`src/rtl/noc_switch_rr_pkg.sv`:
```
// Shared constants and types for the round-robin wormhole NoC switch.
// Latency: n/a (declarations only).
// Backpressure: n/a (declarations only).
package noc_switch_pkg;

    // Port numbering used by the 5-port mesh router
    localparam int PORT_L = 0;
    localparam int PORT_N = 1;
    localparam int PORT_E = 2;
    localparam int PORT_S = 3;
    localparam int PORT_W = 4;

    localparam int N_PORTS_DEF = 5;
    localparam int SEL_W       = $clog2(N_PORTS_DEF);

    // Per-output allocation state: free for a new head, or held by a packet
    typedef enum logic {
        SW_IDLE   = 1'b0,
        SW_LOCKED = 1'b1
    } sw_state_t;

    // Round-robin successor of a winning port index
    function automatic int rr_next(input int w, input int n);
        return (w + 1 >= n) ? 0 : w + 1;
    endfunction

endpackage

```
`src/rtl/noc_switch_rr_if.sv`:
```
// Flit bus between the input buffers, the switch and the output controllers.
// Latency: n/a (wires only).
// Backpressure: out_full per output from the controllers, in_grant per input back upstream.
interface noc_switch_rr_if #(
    parameter int N_PORTS    = 5,
    parameter int DATA_WIDTH = 8,
    parameter int SEL_W      = $clog2(N_PORTS)
);
    logic [N_PORTS*DATA_WIDTH-1:0] in_data;
    logic [N_PORTS-1:0]            in_valid;
    logic [N_PORTS*SEL_W-1:0]      in_dest;
    logic [N_PORTS-1:0]            in_tail;
    logic [N_PORTS-1:0]            in_grant;
    logic [N_PORTS*DATA_WIDTH-1:0] out_data;
    logic [N_PORTS-1:0]            out_valid;
    logic [N_PORTS-1:0]            out_full;

    // Upstream buffers and downstream controllers drive the switch
    modport master (
        output in_data, in_valid, in_dest, in_tail, out_full,
        input  in_grant, out_data, out_valid
    );

    // The switch itself
    modport slave (
        input  in_data, in_valid, in_dest, in_tail, out_full,
        output in_grant, out_data, out_valid
    );
endinterface

```
`src/rtl/noc_switch_rr_rr_arbiter.sv`:
```
// Round-robin arbiter: first requester at or after ptr, wrapping.
// Latency: purely combinational.
// Backpressure: none; the caller qualifies the grant with output readiness.
module rr_arbiter #(
    parameter int N     = 5,
    parameter int SEL_W = $clog2(N)
) (
    input  logic [N-1:0]     req,
    input  logic [SEL_W-1:0] ptr,
    output logic [N-1:0]     gnt,
    output logic [SEL_W-1:0] winner,
    output logic             any
);

    // Scan from the pointer position and keep the first request seen
    always_comb begin
        int idx;
        gnt    = '0;
        winner = '0;
        any    = 1'b0;
        idx    = 0;
        for (int k = 0; k < N; k++) begin
            idx = int'(ptr) + k;
            if (idx >= N) begin
                idx = idx - N;
            end
            if (!any && req[idx]) begin
                any      = 1'b1;
                gnt[idx] = 1'b1;
                winner   = SEL_W'(idx);
            end
        end
    end

endmodule

```
`src/rtl/noc_switch_rr.sv`:
```
// N x N wormhole crossbar with a round-robin allocator per output; SWITCH_OUT_REG_EN registers outputs.
// Latency: grant and flit in the same cycle; with SWITCH_OUT_REG_EN the flit appears one cycle later.
// Backpressure: out_full[o] blocks transfers to o and suppresses the requester's in_grant.
module noc_switch_rr #(
    parameter int N_PORTS    = 5,
    parameter int DATA_WIDTH = 8,
    parameter int SEL_W      = $clog2(N_PORTS)
) (
    input  logic           clk,
    input  logic           rst,
    noc_switch_rr_if.slave sw
);
    import noc_switch_pkg::*;

    logic [N_PORTS*DATA_WIDTH-1:0] in_data;
    logic [N_PORTS-1:0]            in_valid;
    logic [N_PORTS*SEL_W-1:0]      in_dest;
    logic [N_PORTS-1:0]            in_tail;
    logic [N_PORTS-1:0]            out_full;

    assign in_data  = sw.in_data;
    assign in_valid = sw.in_valid;
    assign in_dest  = sw.in_dest;
    assign in_tail  = sw.in_tail;
    assign out_full = sw.out_full;

    sw_state_t        state [N_PORTS];
    logic [SEL_W-1:0] owner [N_PORTS];
    logic [SEL_W-1:0] ptr   [N_PORTS];

    logic [N_PORTS-1:0] locked_in;
    logic [N_PORTS-1:0] req      [N_PORTS];
    logic [N_PORTS-1:0] arb_gnt  [N_PORTS];
    logic [SEL_W-1:0]   arb_win  [N_PORTS];
    logic [N_PORTS-1:0] arb_any;
    logic [N_PORTS-1:0] xfer;
    logic [SEL_W-1:0]   sel      [N_PORTS];
    logic [N_PORTS-1:0] gnt_mask [N_PORTS];
    logic [N_PORTS-1:0] grant_c;
    logic [N_PORTS-1:0] sel_tail;

    logic [N_PORTS*DATA_WIDTH-1:0] out_data_c;
    logic [N_PORTS-1:0]            out_valid_c;

    // Inputs currently mid-packet on some output may not compete for another
    always_comb begin
        locked_in = '0;
        for (int o = 0; o < N_PORTS; o++) begin
            if (state[o] == SW_LOCKED) begin
                locked_in[owner[o]] = 1'b1;
            end
        end
    end

    // Head-flit requests per output; out-of-range destinations match nothing
    always_comb begin
        for (int o = 0; o < N_PORTS; o++) begin
            for (int i = 0; i < N_PORTS; i++) begin
                req[o][i] = in_valid[i] && !locked_in[i] &&
                            (in_dest[i*SEL_W +: SEL_W] == SEL_W'(o));
            end
        end
    end

    for (genvar g = 0; g < N_PORTS; g++) begin : g_arb
        rr_arbiter #(
            .N     (N_PORTS),
            .SEL_W (SEL_W)
        ) u_arb (
            .req    (req[g]),
            .ptr    (ptr[g]),
            .gnt    (arb_gnt[g]),
            .winner (arb_win[g]),
            .any    (arb_any[g])
        );
    end

    // Decide per output whether a flit moves and from which input; reset silences everything
    always_comb begin
        grant_c  = '0;
        sel_tail = '0;
        for (int o = 0; o < N_PORTS; o++) begin
            xfer[o]     = 1'b0;
            sel[o]      = arb_win[o];
            gnt_mask[o] = '0;
            if (!rst) begin
                if (state[o] == SW_LOCKED) begin
                    sel[o]  = owner[o];
                    xfer[o] = in_valid[owner[o]] && !out_full[o];
                    if (xfer[o]) begin
                        gnt_mask[o][owner[o]] = 1'b1;
                    end
                end else begin
                    xfer[o] = arb_any[o] && !out_full[o];
                    if (xfer[o]) begin
                        gnt_mask[o] = arb_gnt[o];
                    end
                end
            end
            sel_tail[o] = in_tail[sel[o]];
            grant_c     = grant_c | gnt_mask[o];
        end
    end

    assign sw.in_grant = grant_c;

    // Lock on a non-tail head, release on the tail, advance the pointer only on new heads
    always_ff @(posedge clk) begin
        if (rst) begin
            for (int o = 0; o < N_PORTS; o++) begin
                state[o] <= SW_IDLE;
                owner[o] <= '0;
                ptr[o]   <= '0;
            end
        end else begin
            for (int o = 0; o < N_PORTS; o++) begin
                if (xfer[o]) begin
                    if (state[o] == SW_IDLE) begin
                        ptr[o] <= SEL_W'(rr_next(int'(arb_win[o]), N_PORTS));
                        if (!sel_tail[o]) begin
                            state[o] <= SW_LOCKED;
                            owner[o] <= arb_win[o];
                        end
                    end else if (sel_tail[o]) begin
                        state[o] <= SW_IDLE;
                    end
                end
            end
        end
    end

    // Crossbar: each output muxes its selected input, zero when nothing moves
    always_comb begin
        out_data_c  = '0;
        out_valid_c = '0;
        for (int o = 0; o < N_PORTS; o++) begin
            out_valid_c[o] = xfer[o];
            if (xfer[o]) begin
                out_data_c[o*DATA_WIDTH +: DATA_WIDTH] =
                    in_data[int'(sel[o])*DATA_WIDTH +: DATA_WIDTH];
            end
        end
    end

`ifdef SWITCH_OUT_REG_EN
    logic [N_PORTS*DATA_WIDTH-1:0] out_data_q;
    logic [N_PORTS-1:0]            out_valid_q;

    // Output stage: one-cycle pipeline of the crossbar result
    always_ff @(posedge clk) begin
        if (rst) begin
            out_data_q  <= '0;
            out_valid_q <= '0;
        end else begin
            out_data_q  <= out_data_c;
            out_valid_q <= out_valid_c;
        end
    end

    assign sw.out_data  = out_data_q;
    assign sw.out_valid = out_valid_q;
`else
    assign sw.out_data  = out_data_c;
    assign sw.out_valid = out_valid_c;
`endif

endmodule

```
`src/flat_wrapper.sv`:
```
// flat-port wrapper written by rule: the top's interface ports become plain ports
module noc_switch_rr_flat import noc_switch_pkg::*;
#(
    parameter int N_PORTS    = 5,
    parameter int DATA_WIDTH = 8,
    parameter int SEL_W      = $clog2(N_PORTS)
)
  (clk, rst, sw_in_data, sw_in_valid, sw_in_dest, sw_in_tail, sw_out_full, sw_in_grant, sw_out_data, sw_out_valid);
  noc_switch_rr_if #(.N_PORTS(N_PORTS), .DATA_WIDTH(DATA_WIDTH), .SEL_W(SEL_W)) sw_i ();
  input  logic clk;
  input  logic rst;
  input wire logic [$bits(sw_i.in_data)-1:0] sw_in_data;
  input wire logic [$bits(sw_i.in_valid)-1:0] sw_in_valid;
  input wire logic [$bits(sw_i.in_dest)-1:0] sw_in_dest;
  input wire logic [$bits(sw_i.in_tail)-1:0] sw_in_tail;
  input wire logic [$bits(sw_i.out_full)-1:0] sw_out_full;
  output wire logic [$bits(sw_i.in_grant)-1:0] sw_in_grant;
  output wire logic [$bits(sw_i.out_data)-1:0] sw_out_data;
  output wire logic [$bits(sw_i.out_valid)-1:0] sw_out_valid;
  assign sw_i.in_data = sw_in_data;
  assign sw_i.in_valid = sw_in_valid;
  assign sw_i.in_dest = sw_in_dest;
  assign sw_i.in_tail = sw_in_tail;
  assign sw_i.out_full = sw_out_full;
  assign sw_in_grant = sw_i.in_grant;
  assign sw_out_data = sw_i.out_data;
  assign sw_out_valid = sw_i.out_valid;
  noc_switch_rr #(.N_PORTS(N_PORTS), .DATA_WIDTH(DATA_WIDTH), .SEL_W(SEL_W)) u_core (.clk(clk), .rst(rst), .sw(sw_i));
endmodule
```
`config.mk`:
```
export PLATFORM = sky130hd
export DESIGN_NAME = noc_switch_rr_flat
export DESIGN_NICKNAME = d
export VERILOG_FILES = /design/src/rtl/noc_switch_rr_pkg.sv /design/src/rtl/noc_switch_rr_if.sv /design/src/rtl/noc_switch_rr_rr_arbiter.sv /design/src/rtl/noc_switch_rr.sv /design/src/flat_wrapper.sv
export SDC_FILE = /design/constraint.sdc
export NUM_CORES = 1
export LEC_CHECK = 0
export CORE_MARGIN = 5
export CORE_UTILIZATION = 40
export CTS_CLUSTER_DIAMETER = 80
export DETAILED_ROUTE_END_ITERATION = 6
export GPL_ROUTABILITY_DRIVEN = 0
export PLACE_DENSITY_LB_ADDON = 0.05
export SLEW_MARGIN = 5
export SYNTH_ARGS = -nofsm -noshare
export SYNTH_HDL_FRONTEND = slang
export SYNTH_SLANG_ARGS = --single-unit
```
`constraint.sdc`:
```
create_clock -name clk -period 6.65 [get_ports clk]
set_input_delay 1.33 -clock clk [delete_from_list [all_inputs] [get_ports clk]]
set_output_delay 1.33 -clock clk [all_outputs]
set_load 0.1 [all_outputs]
```
==> key figures, run 1 <==
Drt
  • Final ANT Viol Nets: 0
  • Drt total wl: 59,200 um
  • Vias: 16,895
  • WL per Instance: 23.08 um
  • Iteration count of the initial detailed-routing pass: 5
  • Initial DRC Count: 1,989
  • # DRC: 0
  • Via density: 6.587

Clock network
  • Clock slew at reported path FFs: 0.06 ns
  • Deepest clock path buffer count: 2
  • Root buffer cell: clkbuf_16
  • CTS tree: built
  • CTS Sinks: 35
  • Cts bufs inserted: 5
  • H-Tree Depth: 2
  • Clk_lat worst skew: 0.30 ns

Critical path
  • Worst reg2reg path depth: 17
  • R2R Path Start: u_core.ptr[0][7]
  • Critical path launch point type: input port
  • Critical path capture point type: primary output
  • Req. time, crit path: 5.32 ns
  • RR Endpoint: u_core.state[1]
  • Slowest CP cell: or4_4
  • Critical path's most frequent cell: or4_4
  • CP max stage delay: 0.63 ns
  • R2r setup slk: 0.96 ns
  • Worst Path Arrival: 5.24 ns
  • CP top delay family: compound AO/OA/AOI/OAI gates
  • CP max FO: 4
  • Cells along the critical path: clkdlybuf4s50_1 -> or4_4 -> nor2_4 -> mux2i_2 -> a221o_1 -> nand3_1 -> nor4_1 -> a222oi_1 -> a31oi_2 -> or4_4 -> o41a_1 -> buf_12
  • Bufs and invs on worst path: 2
  • Crit Path Category: input port to primary output

Floorplanning
  • Top-Level Pins: 122
  • Initial Utilization: 40.26%
  • Die Span Y: 193.0 um
  • Die footprint: 37,260 um^2
  • Die outline width: 193.0 um
  • Site Rows: 67
  • Placeable Area: 33,280 um^2

Run status
  • Status: finished clean

Timing
  • Final Hold Vio Count: 0
  • Fin crit period: 6.572 ns
  • Worst hold margin: 0.6987 ns
  • RSZ-0062 raised after global routing: true
  • Actual slew at the worst max-slew pin: 0.7076 ns
  • Final setup violation count: 0
  • Max Clk Rate: 152.2 MHz
  • Pins over their slew limit: 0
  • Worst clock skew: 0.01005 ns
  • Period utilisation layout: 98.83%
  • Worst Slack Setup Final: 0.07782 ns
  • Max transition margin: 52.40%

Synthesis
  • Synthesized flop and latch total: 35
  • EDFF count, synth: 34
  • Largest family of logic cells by synthesized area: compound AO/OA/AOI/OAI gates
  • Synth Area in Simple Gates: 32.72%
  • Yosys warns: 0
  • Async SR Flop Fraction: 0%
  • Post-synth top flop: edfxtp_1
  • Post-Synthesis Cells: 1,887
  • Distinct cells, synth: 120
  • Syn avg cell area: 7.101 um^2
  • Seq/Total Area, Yosys: 7.768%
  • Netlist Area Pre-Place: 13,400 um^2
  • Synth Area in Adders: 7.283%
  • Synthesized net count: 2,034
  • XOR/XNOR share of the synthesized area: 2.092%
  • Proportion of synthesized area in mux cells: 10.67%
  • Compound-Gate Fraction of Synth Area: 33.59%

Final layout
  • Multi-input logic area: 12,100 um^2
  • Synth-to-layout area growth: 30.93%
  • Reg area: 1041 um^2
  • Inserted Diodes: 0
  • Share of cells above drive strength 1: 22.86%
  • Layout net count: 2,263
  • Filler instances: 3,275

GRT
  • Final global-route overflow total: 0
  • Largest net degree at the start of global routing: 40
  • Vias in the first global route: 15,600
  • First-pass GRT wire length: 90,180 um
  • GRT Total Usage: 30.20%
  • Initial antenna violation count: 0

Min path
  • Hold Startpoint: u_core.state[4]
  • Hold endpoint: u_core.state[4]
  • WHS Path Cells: 2
  • Hold Crit Class: flip-flop to flip-flop

Placement
  • DP HPWL: 46,420 um
  • Port buffer count: 121
  • Post-Place Worst Slack: -0.2896 ns

Job
  • Max-cap violations: 0
-- worst max-delay path by stage --
stage,startpoint,to,slack (ns),cells past startpoint
3_3_place_gp,sw_in_dest[12],sw_out_data[15],-0.20,15
6_report,sw_in_dest[3],sw_in_grant[2],0.08,12
3_5_place_dp,sw_in_dest[12],sw_out_data[15],-0.29,15
5_1_grt,sw_in_dest[8],sw_in_grant[0],-0.02,19
2_1_floorplan,u_core.ptr[0][12],sw_out_valid[4],0.005,15
4_1_cts,sw_in_dest[12],sw_out_data[15],0.005,15
-- metal layers --
| metal | vias up | GRT usage, % | share of wire, % |
|---|---|---|---|
| li1 | 7782 | - | - |
| met1 | 8058 | 42.05 | 43 |
| met2 | 872 | 49.42 | 46 |
| met3 | 183 | 2.773 | 6.8 |
| met4 | 0 | 9.858 | 4.0 |
| met5 | - | 0 | 0 |
-- layout by cell type, fill, tap and decap left out, drive strengths merged, types with 24 or more instances in the layout --
cell type / instances
a211oi: 29
a21oi: 114
a22oi: 47
a31oi: 48
and2: 27
buf: 253
clkdlybuf4s50: 65
edfxtp: 34
ha: 70
inv: 74
mux2: 29
mux2i: 73
nand2: 166
nand2b: 33
nand3: 66
nand4: 27
nor2: 203
nor2b: 34
nor3: 75
o211ai: 32
o21ai: 100
o22ai: 29
or2: 24
xnor2: 25
-- synth_stat cells (9+ instances only) --
cell       number  area (um^2)
nor2_1        193        724.4
nand2_1       166        623.1
a21oi_1       111        555.5
o21ai_0        94        470.5
nor3_1         74        370.4
mux2i_1        72        720.7
ha_1           70        875.8
inv_1          70        262.8
nand3_1        66        330.3
clkbuf_1       51        191.4
a31oi_1        47        294.0
a22oi_1        46        345.3
buf_2          35        175.2
edfxtp_1       34         1021
nor2b_1        34        212.7
nand2b_1       33        206.5
o211ai_1       32        240.2
mux2_2         29        326.6
o22ai_1        28        175.2
a211oi_1       27        202.7
and2_1         27        168.9
xnor2_1        25        219.0
nand4_1        24        150.1
nor4_1         20        125.1
a21o_1         19        142.6
nor3b_1        19        142.6
or2_2          19        118.9
or3_1          18        112.6
and3_1         16        100.1
mux4_2         16        360.4
a211o_1        15        131.4
o31ai_1        15        112.6
a21boi_0       13        97.59
nand4b_1       12        105.1
o21a_1         12        90.09
o32ai_1        12        105.1
a221oi_1       11        96.34
a32oi_1        10        87.58
nor2_2         10        62.56
o2bb2ai_1      10        87.58
a2bb2oi_1       9        78.83
a41oi_1         9        78.83
nand3b_1        9        67.56
nor4b_1         9        78.83
-- layout make-up --
type	count	share of cell area, %
clock inverter	3	0.1141
tap	448	3.195
clock buffer	5	0.7131
sequential	35	5.933
inverter	79	1.704
multi-input combinational	1670	68.96
timing repair buffer	325	19.38
-- cells by family after synthesis --
kind of cell             after synthesis
buffers and inverters                183
adder cells (fa/ha/maj)               75
flip-flops                            35
AND/OR/NAND/NOR                      812
multiplexers                         118
AO/OA/AOI/OAI                        632
XOR/XNOR                              32
-- state kept, by name, summed over array words and instances (netlist names) --
name          flops
u_core.ptr       15
u_core.state      5
u_core.owner     15
-- timing repair --
item,in CTS,in global routing
cloned,0,2
endpoints found under the setup margin,25,45
setup buffers,0,9
hold buffers,0,0
resized for setup,10,62
pin swaps,2,12
-- worst register-to-register path: cells and delay by family (launching register included) --
kind,cells,cell delay [ns]
buffers and inverters,3,0.71
DFF,1,0.43
adders and majority gates,1,0.32
muxes,2,0.80
AOI/OAI and AO/OA,8,1.99
and+or+nand+nor,3,1.15
-- stage by stage --
stage / TNS (ns) / instances / cell area, um^2 / util [%]
2_1_floorplan: 0 / 1887 / 13580 / -
3_3_place_gp: -1.883 / 2546 / 16970 / 50.98
3_5_place_dp: -2.516 / 2546 / 16970 / 50.98
4_1_cts: 0 / 2554 / 17160 / 51.57
5_1_grt: -0.05598 / 2565 / 17550 / 52.72
6_report: 0 / 2565 / 17550 / 52.72
Power of run 1 is not shown: default switching activity piles up to over one toggle a cycle in this logic, so the estimate is an artifact.
==> run 2, diff against run 1 <==
--- a/config.mk
+++ b/config.mk
@@ -5,6 +5,7 @@
 export SDC_FILE = /design/constraint.sdc
 export NUM_CORES = 1
 export LEC_CHECK = 0
+export ABC_AREA = 1
 export CORE_MARGIN = 5
 export CORE_UTILIZATION = 40
 export CTS_CLUSTER_DIAMETER = 80
==> run 2 against run 1 <==
Net effect:
- wire length down 16%
- sequential share of layout area up 0.82 points
- clock-buffer cell count unchanged
- final area down 12%
- core utilization down 5.0 points
- via count down 4.5%
- critical endpoint is now sw_out_data[25]
==> key figures, run 2 <==
Floorplanning
  • Site Rows: 66
  • Placeable Area: 32,290 um^2
  • Die footprint: 36,180 um^2
  • Initial Utilization: 40.23%
  • Top-Level Pins: 122
  • Die outline width: 190.2 um
  • Die Span Y: 190.2 um

Synthesis
  • EDFF count, synth: 34
  • Top cell type's share of synthesized area: 16.27%
  • Synthesized net count: 2,450
  • Netlist Area Pre-Place: 12,990 um^2
  • Synthesized flop and latch total: 35
  • Async SR Flop Fraction: 0%
  • Post-Synthesis Cells: 2,303
  • Post-synth top area cell: nand2_1
  • Syn avg cell area: 5.640 um^2
  • Synth top cells by count: nand2_1 (563), inv_1 (280), nand3_1 (258)
  • Distinct cells, synth: 68
  • Seq/Total Area, Yosys: 8.014%
  • Top area cells in the synthesized netlist: nand2_1 (16%), nand3_1 (9.9%), inv_1 (8.1%)
  • Post-synth top flop: edfxtp_1
  • Most frequent cell after synthesis: nand2_1
  • Yosys warns: 0

Timing
  • Max transition margin: 43.45%
  • Setup TNS: 0 ns
  • Worst clock skew: 0.01335 ns
  • Actual slew at the worst max-slew pin: 0.8482 ns
  • Max Clk Rate: 155.5 MHz
  • RSZ-0062 raised after global routing: false
  • Final Hold Vio Count: 0
  • Final setup violation count: 0
  • Pins over their slew limit: 0
  • Fin crit period: 6.429 ns
  • Period utilisation layout: 96.68%

Final layout
  • Commonest non-fill, non-tap cell in the layout: nand2_1
  • Layout net count: 2,565
  • Largest regs: u_core.owner: 15 flops, u_core.ptr: 15 flops, u_core.state: 5 flops
  • Synth-to-layout area growth: 18.60%
  • Inserted Diodes: 0
  • Share of cells above drive strength 1: 15.01%
  • Highest-count cells in the layout ignoring fill and taps: nand2_1 (563), inv_1 (280), nand3_1 (258), nor2_1 (239), o21ai_0 (129)
  • Filler instances: 3,428

Clock network
  • CTS Sinks: 35
  • Deepest clock path buffer count: 2
  • Root buffer cell: clkbuf_16
  • Cts bufs inserted: 5
  • Clock slew at reported path FFs: 0.06 ns
  • CTS tree: built
  • Clk_lat worst skew: 0.30 ns
  • Setup Buffers After CTS: 0
  • H-Tree Depth: 2

GRT
  • Final global-route overflow total: 0
  • First-pass GRT wire length: 79,210 um
  • Vias in the first global route: 14,579
  • Initial antenna violation count: 0
  • Largest net degree at the start of global routing: 30
  • GRT Total Usage: 26.64%

Critical path
  • Critical path's most frequent cell: nand2_1
  • Setup crit start: sw_in_valid[3]
  • R2R Path Start: u_core.ptr[0][7]
  • Worst Path Arrival: 5.10 ns
  • Critical path launch point type: input port
  • R2r setup slk: 1.46 ns
  • CP max stage delay: 0.62 ns
  • Critical path capture point type: primary output
  • Crit Path Category: input port to primary output
  • RR Endpoint: u_core.owner[3][0]
  • Req. time, crit path: 5.32 ns
  • CP max FO: 28
  • Cells along the critical path: clkdlybuf4s50_1 -> o21ai_0 -> nor2_2 -> nand4_1 -> nand3_1 -> nand3_1 -> nand2_1 -> nand2_1 -> nand2_1 -> nand2_1 -> nor2_1 -> nand3_2 -> nand2_4 -> inv_2 -> o211ai_1 -> nand3_1 -> a21oi_1 -> buf_12
  • Worst setup endpoint: sw_out_data[25]
  • Slowest CP cell: clkdlybuf4s50_1
  • Worst reg2reg path depth: 27

Min path
  • Hold Crit Class: flip-flop to flip-flop
  • WHS Path Cells: 3

Drt
  • # DRC: 0
  • Via density: 5.639
  • Final ANT Viol Nets: 0
  • Vias: 16,134
  • Drt total wl: 50,010 um
  • WL per Instance: 17.48 um
  • Iteration count of the initial detailed-routing pass: 7
  • Initial DRC Count: 2,051

Placement
  • Port buffer count: 121
  • DP HPWL: 41,950 um

Job
  • Max-cap violations: 0

Run status
  • Status: finished clean
run 2: worst min path at each step:
| stage | from | to | slack [ns] |
|---|---|---|---|
| after CTS | u_core.state[2] | u_core.ptr[0][8] | 0.94 |
| after detailed placement | u_core.state[0] | u_core.ptr[0][1] | 0.92 |
| after global routing | u_core.state[0] | u_core.ptr[0][1] | 1.01 |
| after global placement | u_core.state[0] | u_core.ptr[0][2] | 0.90 |
| final | u_core.state[2] | u_core.ptr[0][8] | 0.92 |
| after floorplan | u_core.state[4] | u_core.ptr[0][12] | 0.78 |
run 2: timing repair:
| item | CTS | global route |
|---|---|---|
| hold buffers | 0 | 0 |
| endpoints found under the setup margin | 0 | 9 |
| resized for setup | 0 | 2 |
run 2: layer usage:
metal	vias up	GRT usage (%)	share of wire, %
met5	-	0	0
met4	0	4.834	2.0
met3	78	3.908	8.7
met2	760	42.03	43
met1	7335	38.99	46
li1	7961	-	-
run 2: per-stage QoR:
step / area [um^2] / setup WS (ns) / cells / util, % / hold slack (ns)
after floorplan: 13000 / 0.1361 / 2303 / - / 0.7791
after global placement: 15200 / 0.3992 / 2853 / 47.09 / 0.8986
after detailed placement: 15200 / 0.3340 / 2853 / 47.09 / 0.9196
after CTS: 15400 / 0.3034 / 2861 / 47.68 / 0.9357
after global routing: 15410 / 0.01859 / 2861 / 47.71 / 1.013
final: 15410 / 0.2207 / 2861 / 47.71 / 0.9191
run 2: kinds of logic after synthesis:
kind of cell             after synthesis  share of synthesized area, %
AND/OR/NAND/NOR                     1367                         50.94
AO/OA/AOI/OAI                        410                         19.38
buffers and inverters                398                         12.65
adder cells (fa/ha/maj)               75                         7.513
flip-flops                            35                         8.014
XOR/XNOR                              18                         1.503
run 2: final cells by class:
| cell class | count | area [um^2] | area share (%) |
|---|---|---|---|
| clock buffer | 5 | 125.1 | 0.8122 |
| tap | 442 | 553.0 | 3.590 |
| inverter | 349 | 1316 | 8.544 |
| sequential | 35 | 1041 | 6.757 |
| multi-input combinational | 1870 | 10320 | 66.99 |
| clock inverter | 3 | 67.56 | 0.4386 |
| timing repair buffer | 157 | 1982 | 12.86 |
run 2: critical path, delay by kind of cell:
kind / cells / cell delay, ns
AOI/OAI and AO/OA: 3 / 0.70
buffers and inverters: 3 / 1.03
and+or+nand+nor: 12 / 2.01
Power of run 2 is left out for the same reason.
==> run 3, diff against run 2 <==
--- a/config.mk
+++ b/config.mk
@@ -5,7 +5,6 @@
 export SDC_FILE = /design/constraint.sdc
 export NUM_CORES = 1
 export LEC_CHECK = 0
-export ABC_AREA = 1
 export CORE_MARGIN = 5
 export CORE_UTILIZATION = 40
 export CTS_CLUSTER_DIAMETER = 80
==> results of run 3 <==
Final layout, timing and power as in run 1 (identical DEF).
Power of run 3 is left out for the same reason.
